File: src/rtl/ifq_pkg.sv
// ============================================================================
//  Module      : ifq_pkg
//  Description : Shared constants, entry layout and sizing helpers for the
//                instruction fetch queue.
//  Revision    : 1.0  initial release
// ============================================================================
`default_nettype none

package ifq_pkg;

    localparam int          IFQ_XLEN    = 32;
    localparam logic [31:0] IFQ_NOP     = 32'h0000_0013;
    localparam int          IFQ_ENTRY_W = 2 * IFQ_XLEN;

    typedef struct packed {
        logic [IFQ_XLEN-1:0] pc;
        logic [IFQ_XLEN-1:0] instr;
    } ifq_entry_t;

    // Occupancy counters are one bit wider than the pointers so "full" is representable.
    function automatic int ifq_cnt_w(input int depth);
        return $clog2(depth) + 1;
    endfunction

    function automatic int ifq_ptr_w(input int depth);
        return (depth > 1) ? $clog2(depth) : 1;
    endfunction

endpackage

`default_nettype wire

File: src/rtl/ifq_sync_fifo.sv
// ============================================================================
//  Module      : ifq_sync_fifo
//  Description : Register-based synchronous FIFO with flush; head is driven
//                straight from the storage registers.
//  Revision    : 1.0  initial release
// ============================================================================
`default_nettype none

module ifq_sync_fifo
    import ifq_pkg::*;
#(
    parameter int WIDTH = IFQ_ENTRY_W,
    parameter int DEPTH = 4
) (
    input  logic                   clk,
    input  logic                   rst_n,
    input  logic                   flush,
    input  logic                   push,
    input  logic [WIDTH-1:0]       push_data,
    input  logic                   pop,
    output logic [WIDTH-1:0]       head,
    output logic [$clog2(DEPTH):0] count
);

    localparam int PTR_W = ifq_ptr_w(DEPTH);
    localparam int CNT_W = ifq_cnt_w(DEPTH);

    logic [WIDTH-1:0] mem [DEPTH];
    logic [PTR_W-1:0] wr_ptr;
    logic [PTR_W-1:0] rd_ptr;
    logic             empty;
    logic             full;
    logic             do_push;
    logic             do_pop;

    assign empty   = (count == '0);
    assign full    = (count == CNT_W'(DEPTH));
    assign do_push = push && !full;
    assign do_pop  = pop && !empty;
    assign head    = mem[rd_ptr];

    function automatic logic [PTR_W-1:0] ptr_inc(input logic [PTR_W-1:0] p);
        return (p == PTR_W'(DEPTH - 1)) ? '0 : p + PTR_W'(1);
    endfunction

    always_ff @(posedge clk or negedge rst_n) begin
        if (!rst_n) begin
            wr_ptr <= '0;
            rd_ptr <= '0;
            count  <= '0;
            for (int i = 0; i < DEPTH; i++) begin
                mem[i] <= '0;
            end
        end else if (flush) begin
            // Storage is left as-is; only the occupancy is discarded.
            wr_ptr <= '0;
            rd_ptr <= '0;
            count  <= '0;
        end else begin
            if (do_push) begin
                mem[wr_ptr] <= push_data;
                wr_ptr      <= ptr_inc(wr_ptr);
            end
            if (do_pop) begin
                rd_ptr <= ptr_inc(rd_ptr);
            end
            count <= count + CNT_W'(do_push) - CNT_W'(do_pop);
        end
    end

endmodule

`default_nettype wire

File: src/rtl/ifetch_queue.sv
// ============================================================================
//  Module      : ifetch_queue
//  Description : Issues PCs as word-aligned imem requests, pairs in-order
//                responses with their PCs and queues them for decode.
//                Optional same-cycle response bypass: IFQ_BYPASS_EN.
//  Revision    : 1.0  initial release
// ============================================================================
`default_nettype none

module ifetch_queue
    import ifq_pkg::*;
#(
    parameter int DEPTH   = 4,
    parameter int MAX_OUT = 2,
    parameter int XLEN    = IFQ_XLEN
) (
    input  logic            clk,
    input  logic            rst_n,
    input  logic [XLEN-1:0] pc_in,
    input  logic            pc_valid,
    output logic            pc_ready,
    output logic            imem_req_valid,
    output logic [XLEN-1:0] imem_req_addr,
    input  logic            imem_req_ready,
    input  logic            imem_rsp_valid,
    input  logic [XLEN-1:0] imem_rsp_data,
    input  logic            flush,
    output logic            id_valid,
    output logic [XLEN-1:0] id_pc,
    output logic [XLEN-1:0] id_instr,
    input  logic            id_ready
);

    localparam int FCNT_W  = ifq_cnt_w(DEPTH);
    localparam int OCNT_W  = ifq_cnt_w(MAX_OUT);
    localparam int ENTRY_W = 2 * XLEN;

    logic [FCNT_W-1:0]  fifo_count;
    logic [OCNT_W-1:0]  outstanding;
    logic [OCNT_W-1:0]  drop_cnt;
    logic [OCNT_W-1:0]  pending;
    logic [ENTRY_W-1:0] fifo_head;
    logic [XLEN-1:0]    tag_head;
    logic               credit;
    logic               drain_idle;
    logic               req_go;
    logic               rsp_take;
    logic               fifo_empty;
    logic               fifo_push;
    logic               fifo_pop;
    logic               bypass;

    // Tag queue occupancy is exactly the number of live outstanding requests.
    assign credit     = ((int'(fifo_count) + int'(outstanding)) < DEPTH)
                        && (int'(outstanding) < MAX_OUT);
    assign drain_idle = (drop_cnt == '0);

    assign req_go         = rst_n && pc_valid && credit && !flush && drain_idle;
    assign imem_req_valid = req_go;
    assign imem_req_addr  = {pc_in[XLEN-1:2], 2'b00};
    assign pc_ready       = req_go && imem_req_ready;

    assign rsp_take   = imem_rsp_valid && drain_idle && !flush;
    assign fifo_empty = (fifo_count == '0);

`ifdef IFQ_BYPASS_EN
    assign bypass = fifo_empty && drain_idle && imem_rsp_valid && !flush;
`else
    assign bypass = 1'b0;
`endif

    assign id_valid  = !fifo_empty || bypass;
    assign id_pc     = bypass ? tag_head      : fifo_head[ENTRY_W-1:XLEN];
    assign id_instr  = bypass ? imem_rsp_data : fifo_head[XLEN-1:0];
    assign fifo_push = rsp_take && !(bypass && id_ready);
    assign fifo_pop  = !fifo_empty && id_ready;

    ifq_sync_fifo #(
        .WIDTH (XLEN),
        .DEPTH (MAX_OUT)
    ) u_tag_q (
        .clk       (clk),
        .rst_n     (rst_n),
        .flush     (flush),
        .push      (pc_ready),
        .push_data (pc_in),
        .pop       (rsp_take),
        .head      (tag_head),
        .count     (outstanding)
    );

    ifq_sync_fifo #(
        .WIDTH (ENTRY_W),
        .DEPTH (DEPTH)
    ) u_instr_q (
        .clk       (clk),
        .rst_n     (rst_n),
        .flush     (flush),
        .push      (fifo_push),
        .push_data ({tag_head, imem_rsp_data}),
        .pop       (fifo_pop),
        .head      (fifo_head),
        .count     (fifo_count)
    );

    // New requests are blocked while dropping, so outstanding and drop_cnt are
    // never both non-zero and their sum is the number of responses still owed.
    assign pending = drop_cnt + outstanding;

    always_ff @(posedge clk or negedge rst_n) begin
        if (!rst_n) begin
            drop_cnt <= '0;
        end else if (flush) begin
            drop_cnt <= pending - OCNT_W'(imem_rsp_valid && (pending != '0));
        end else if (imem_rsp_valid && !drain_idle) begin
            drop_cnt <= drop_cnt - OCNT_W'(1);
        end
    end

endmodule

`default_nettype wire
File: config.mk
export PLATFORM = sky130hd
export DESIGN_NAME = ifetch_queue
export DESIGN_NICKNAME = d
export VERILOG_FILES = /design/src/rtl/ifq_pkg.sv /design/src/rtl/ifq_sync_fifo.sv /design/src/rtl/ifetch_queue.sv
export SDC_FILE = /design/constraint.sdc
export NUM_CORES = 1
export LEC_CHECK = 0
export ABC_AREA = 1
export CORE_ASPECT_RATIO = 1.2
export CORE_UTILIZATION = 61
export CTS_CLUSTER_DIAMETER = 80
export DETAILED_ROUTE_END_ITERATION = 8
export GPL_ROUTABILITY_DRIVEN = 0
export HOLD_SLACK_MARGIN = 0.05
export PLACE_DENSITY = 0.84
export REMOVE_ABC_BUFFERS = 1
export SLEW_MARGIN = 40
export SYNTH_ARGS = -nofsm -noshare
export SYNTH_HDL_FRONTEND = slang
export SYNTH_SLANG_ARGS = --single-unit
File: constraint.sdc
create_clock -name clk -period 5.2 [get_ports clk]
set_input_delay 1.04 -clock clk [delete_from_list [all_inputs] [get_ports clk]]
set_output_delay 1.04 -clock clk [all_outputs]
set_load 0.01 [all_outputs]
---- Yosys cells after proc, flatten, opt, wreduce, memory -nomap -nowiden ----
Cells that the tools add are included.
word-level totals
  input port bits ......................... 71
  logic and storage cells ................. 104
  register bits ........................... 333
  output and inout bits ................... 99
cells by class
  multiplexer cells ....................... 28
  bitwise operators ....................... 5
  equality and inequality tests ........... 4
  add/sub/neg operators ................... 12
  magnitude comparators ................... 8
  reduce and logical (&&, ||, !) cells .... 34
operators by type and width
  kind                                                         number
  bitwise mux 256 bit                                          1
  two-way mux 64 bit                                           3
  binary-select mux 64 bit (select 2 bit)                      1
  demux 64 bit (select 2 bit)                                  1
  two-way mux 32 bit                                           4
  bitwise mux 64 bit                                           1
  demux 32 bit (select 1 bit)                                  1
  two-way mux 2 bit                                            9
  logical AND 1 bit                                            17
  nonzero test 2 bit                                           6
  == test 2 bit (second input constant)                        3
  greater-or-equal comparator 3 bit (second input constant)    2
  logical NOT 1 bit                                            6
  two-way mux 1 bit                                            6
  inverter 2 -> 3 bit                                          2
  adder 2 x 1 -> 2 bit (second input constant)                 2
  adder 3 x 2 -> 4 bit                                         1
  greater-or-equal comparator 2 bit (second input constant)    2
  logical NOT 2 bit                                            2
  less-than comparator 4 x 3 -> 1 bit (second input constant)  1
  inverter 1 -> 2 bit                                          2
  AND reduction 2 bit                                          2
  subtractor 2 x 1 -> 2 bit                                    2
  adder 3 x 1 -> 3 bit                                         1
  other kinds (12)                                             13

---- Longest topological paths before layout ----
  word-level depth ........................ 11
  gate-level depth with buffers ........... 12
  mapped depth without buffers ............ 12

---- Hierarchy ----
From an unflattened synthesis, not the netlist that was laid out.
unflattened totals
  cell total of the unflattened synthesis .. 2053
  area total of the unflattened synthesis .. 16508.3 um^2
by module, submodules not included
  module                      area an instance (um^2)  instances  cells an instance  seq. area each (um^2)
  ifq_sync_fifo at u_instr_q  12653.4                  1          1551               6581.3
  ifq_sync_fifo at u_tag_q    3313.2                   1          420                1701.6
  ifetch_queue                541.8                    1          82                 50.0

---- Least setup slack after synthesis ----
Ideal clock, no wire load.
  kind .................................... input-to-output
  start ................................... in flush
  end ..................................... out pc_ready
  required time ........................... 4160 ps
  path slack .............................. 2506 ps
  path buffers ............................ 0
  stages .................................. 5
  arrival time ............................ 1654 ps
  path through ............................ inv_2 > nand3_1 > nor2_1 > nand2_1 > inv_1
on the way
  word-level cells in the longest chain between the ends .. 4
RTL lines
  element                         line                text
  from (decl)                     ifetch_queue.sv:27  input logic flush,
  logical NOT 1 bit               ifetch_queue.sv:58  assign req_go = rst_n && pc_valid && credit && !flush && drain_idle;
  logical AND 1 bit (2 in a row)  ifetch_queue.sv:58
  via imem_req_valid              ifetch_queue.sv:22  output logic imem_req_valid,
  logical AND 1 bit               ifetch_queue.sv:61  assign pc_ready = req_go && imem_req_ready;
  to (decl)                       ifetch_queue.sv:21  output logic pc_ready,
The timed path passes the listed nets, and every way through them passes these cells.

---- Final worst setup path ----
  start ................................... reg u_instr_q.rd_ptr[0]
  end ..................................... out id_pc[10]
on the way
  word-level cells in the longest chain between the ends .. 4
RTL lines
  element                                                line                 text
  from (decl)                                            ifq_sync_fifo.sv:30  logic [PTR_W-1:0] rd_ptr;
  from (signal assigned)                                 ifq_sync_fifo.sv:65  rd_ptr <= ptr_inc(rd_ptr);
  inverter 2 -> 3 bit (not written as such)              ifq_sync_fifo.sv:40  assign head = mem[rd_ptr];
  binary-select mux 64 bit (select 2 bit)                ifq_sync_fifo.sv:40
  two-way mux 64 bit (not written as such) (2 in a row)  ifq_sync_fifo.sv:40
  to (decl)                                              ifetch_queue.sv:29   output logic [XLEN-1:0] id_pc,
Every way passes these cells. The select of a mux whose other input is x is not followed.

==> impl_metrics.ini <==
[run_status]
run_status = completed

[global_routing]
use_met3 = 0.0460
grt_pass1_wl_mm = 63.1
grt_pass1_vias = 12821
grt_max_degree = 106
grtUsageMet1 = 0.402
met2_usage = 0.517
grt_overflow_total = 0
grt.total_usage = 0.308
antenna_found_initial = 1
busiest_layer = met2

[place]
dp_cells = 2136
port_buffers = 167
pre_cts_ws_ps = 1240
dpl-instance-area_um2 = 16600
dp_hpwl_mm = 21.0

[floorplanning]
die-area_um2 = 25500
ios = 170
die_h_um = 175
die_w_um = 146
core_um2 = 24100
start_util = 0.628
rows = 62

[setup_path]
reg2reg_slack_ps = 2700
slowest_stage = buf_4
slowest_delay_ps = 670
crit_required_ps = 4160
path_buf_inv = 3
crit_chain = buf_4 -> buf_4 -> o21ai_0 -> o22ai_1 -> clkdlybuf4s50_1
cp_common_cell = buf_4
path_delay_family = buffers and inverters
arrival_ps = 3420
cp-end-kind = output pin
cp_max_fo = 67
crit_path_start_kind = flip-flop
path_class = flip-flop to output pin

[yosys]
synthesis.area_um2 = 15200
ys_ff_latch = 333
synth_most_common_cell = nand2_1
yosysTopAreaCell = dfrtp_1
postSynth.asyncResetShare = 1.00
synth.top_cell.area_share = 0.550
synth_common_cells = nand2_1 (596), dfrtp_1 (333), o21ai_0 (257)
dominantRegCellSynth = dfrtp_1
ys_seq_area_frac = 0.550
synth-edff-count = 0
ys_types = 32
synthCells = 1777
synth.avg_cell_area_um2 = 8.53
yosysWarnings = 0
synth_area_leaders = dfrtp_1 (55%), nand2_1 (15%), o21ai_0 (8.5%), nor2_1 (3.5%), o22ai_1 (2.6%)

[cells_and_area]
fillCellCount = 1763
antenna_cells = 0
final_layout_size_suffix_gt1_frac = 0.0777
final_net_count = 1938
final_cell_area_um2 = 17900
area_growth_pct = 17.9
instances_no_fill = 2200

[timing]
max_slew_margin = 0.437
finalCritPeriodShare = 0.858
setup_viol = 0
hold_violations = 0
setup_ws_ps = 739
rsz0062_at_grt = false
clock_skew_ps = 11.5
slew_violations = 0
worst_pin_slew_ps = 845
fmax_ghz = 0.224
hold-worst-slack_ps = 361
min_period_ps = 4460

[routing]
routedWlPerCell_um = 17.2
viasPerCell = 5.77
drt-total-wl_mm = 37.9
via_count = 12687
route.detailed.drc = 0
drt-initial-drc-count = 1072
drtPass1Iterations = 5
final_antenna_net_count = 0

[pwr]
power.total_uw = 8760
ir_drop_uv = 271
leakagePower_uw = 0.00905
power.density_nw_per_um2 = 490

[clocking]
h-tree-depth = 2
cts_tree = yes
post_cts_resize_count = 0
cts_buffers = 35
cts.sinks = 333
cts_hold_buf = 0
root_buffer = clkbuf_16
clk_pin_slew_worst_paths_ps = 60
clock_latency_ps = 510
cts_max_path_buffers = 3
cts_setup_buffers = 0

[flow_run]
drv_cap = 0

[hold_path]
hold_path.class = input port to async pin
## worst paths after layout
kind                                     start  depth (start not counted)                 end
max in group asynchronous                rst_n                          3   u_instr_q.mem[73]
min in group clk            u_instr_q.mem[177]                          2  u_instr_q.mem[177]
min                                      rst_n                          1  u_instr_q.mem[180]
min reg2reg                 u_instr_q.mem[177]                          2  u_instr_q.mem[177]
max                        u_instr_q.rd_ptr[0]                          5           id_pc[10]
max reg2reg                        drop_cnt[1]                         10   u_instr_q.mem[44]
## per-layer routing
layer / share of wire / vias to the layer above
met5: 0 / -
met4: 0.031 / 0
met3: 0.080 / 105
met2: 0.48 / 629
met1: 0.40 / 6120
li1: - / 5833
## cell families (layout without fill, tap and decap cells)
group,Yosys count,after routing,share of synthesized area
compound gates,394,394,0.140
fa+ha+maj,13,13,0.0112
buf+inv,240,342,0.0783
other cells,1,2,0.000247
flops,333,333,0.550
xor+xnor,4,4,0.00231
simple gates,760,760,0.194
mux,32,32,0.0238
## through the flow
stage,TNS [ps],utilization
3_5_place_dp,0,0.688
3_3_place_gp,0,0.685
4_1_cts,0,0.740
2_1_floorplan,-20510,-
6_report,0,0.741
5_1_grt,0,0.741
## registers in the layout, indices dropped and copies added (netlist names)
signal and count:
drop_cnt 2, u_instr_q.wr_ptr 2, u_tag_q.wr_ptr 1, u_tag_q.rd_ptr 1, u_instr_q.mem 256, u_instr_q.count 3
u_tag_q.mem 64, u_instr_q.rd_ptr 2, u_tag_q.count 2
## cell type report
class	count	area, um2	share of cell area
clock inverters	12	195	0.0109
well taps	320	400	0.0224
multi-input cells	1205	5640	0.316
inverters	96	368	0.0206
clock buffers	51	1060	0.0592
flip-flops and latches	333	8340	0.467
repair buffers	183	1870	0.104
## layout by cell type, fill, tap and decap left out, types with 32 or more instances in the layout
cell / count
clkbuf_16: 37
clkdlybuf4s50_1: 166
dfrtp_1: 330
inv_1: 87
mux2_2: 32
nand2_1: 596
nor2_1: 140
o21ai_0: 257
o21ai_1: 48
o22ai_1: 64
## where the power goes
group	internal (uW)	total, uW	switching, uW
combinational	1240	2770	1530
sequential	3040	3290	247
clock	1670	2690	1030
total	5950	8760	2810
No activity file was read; power rests on OpenSTA's default activity.
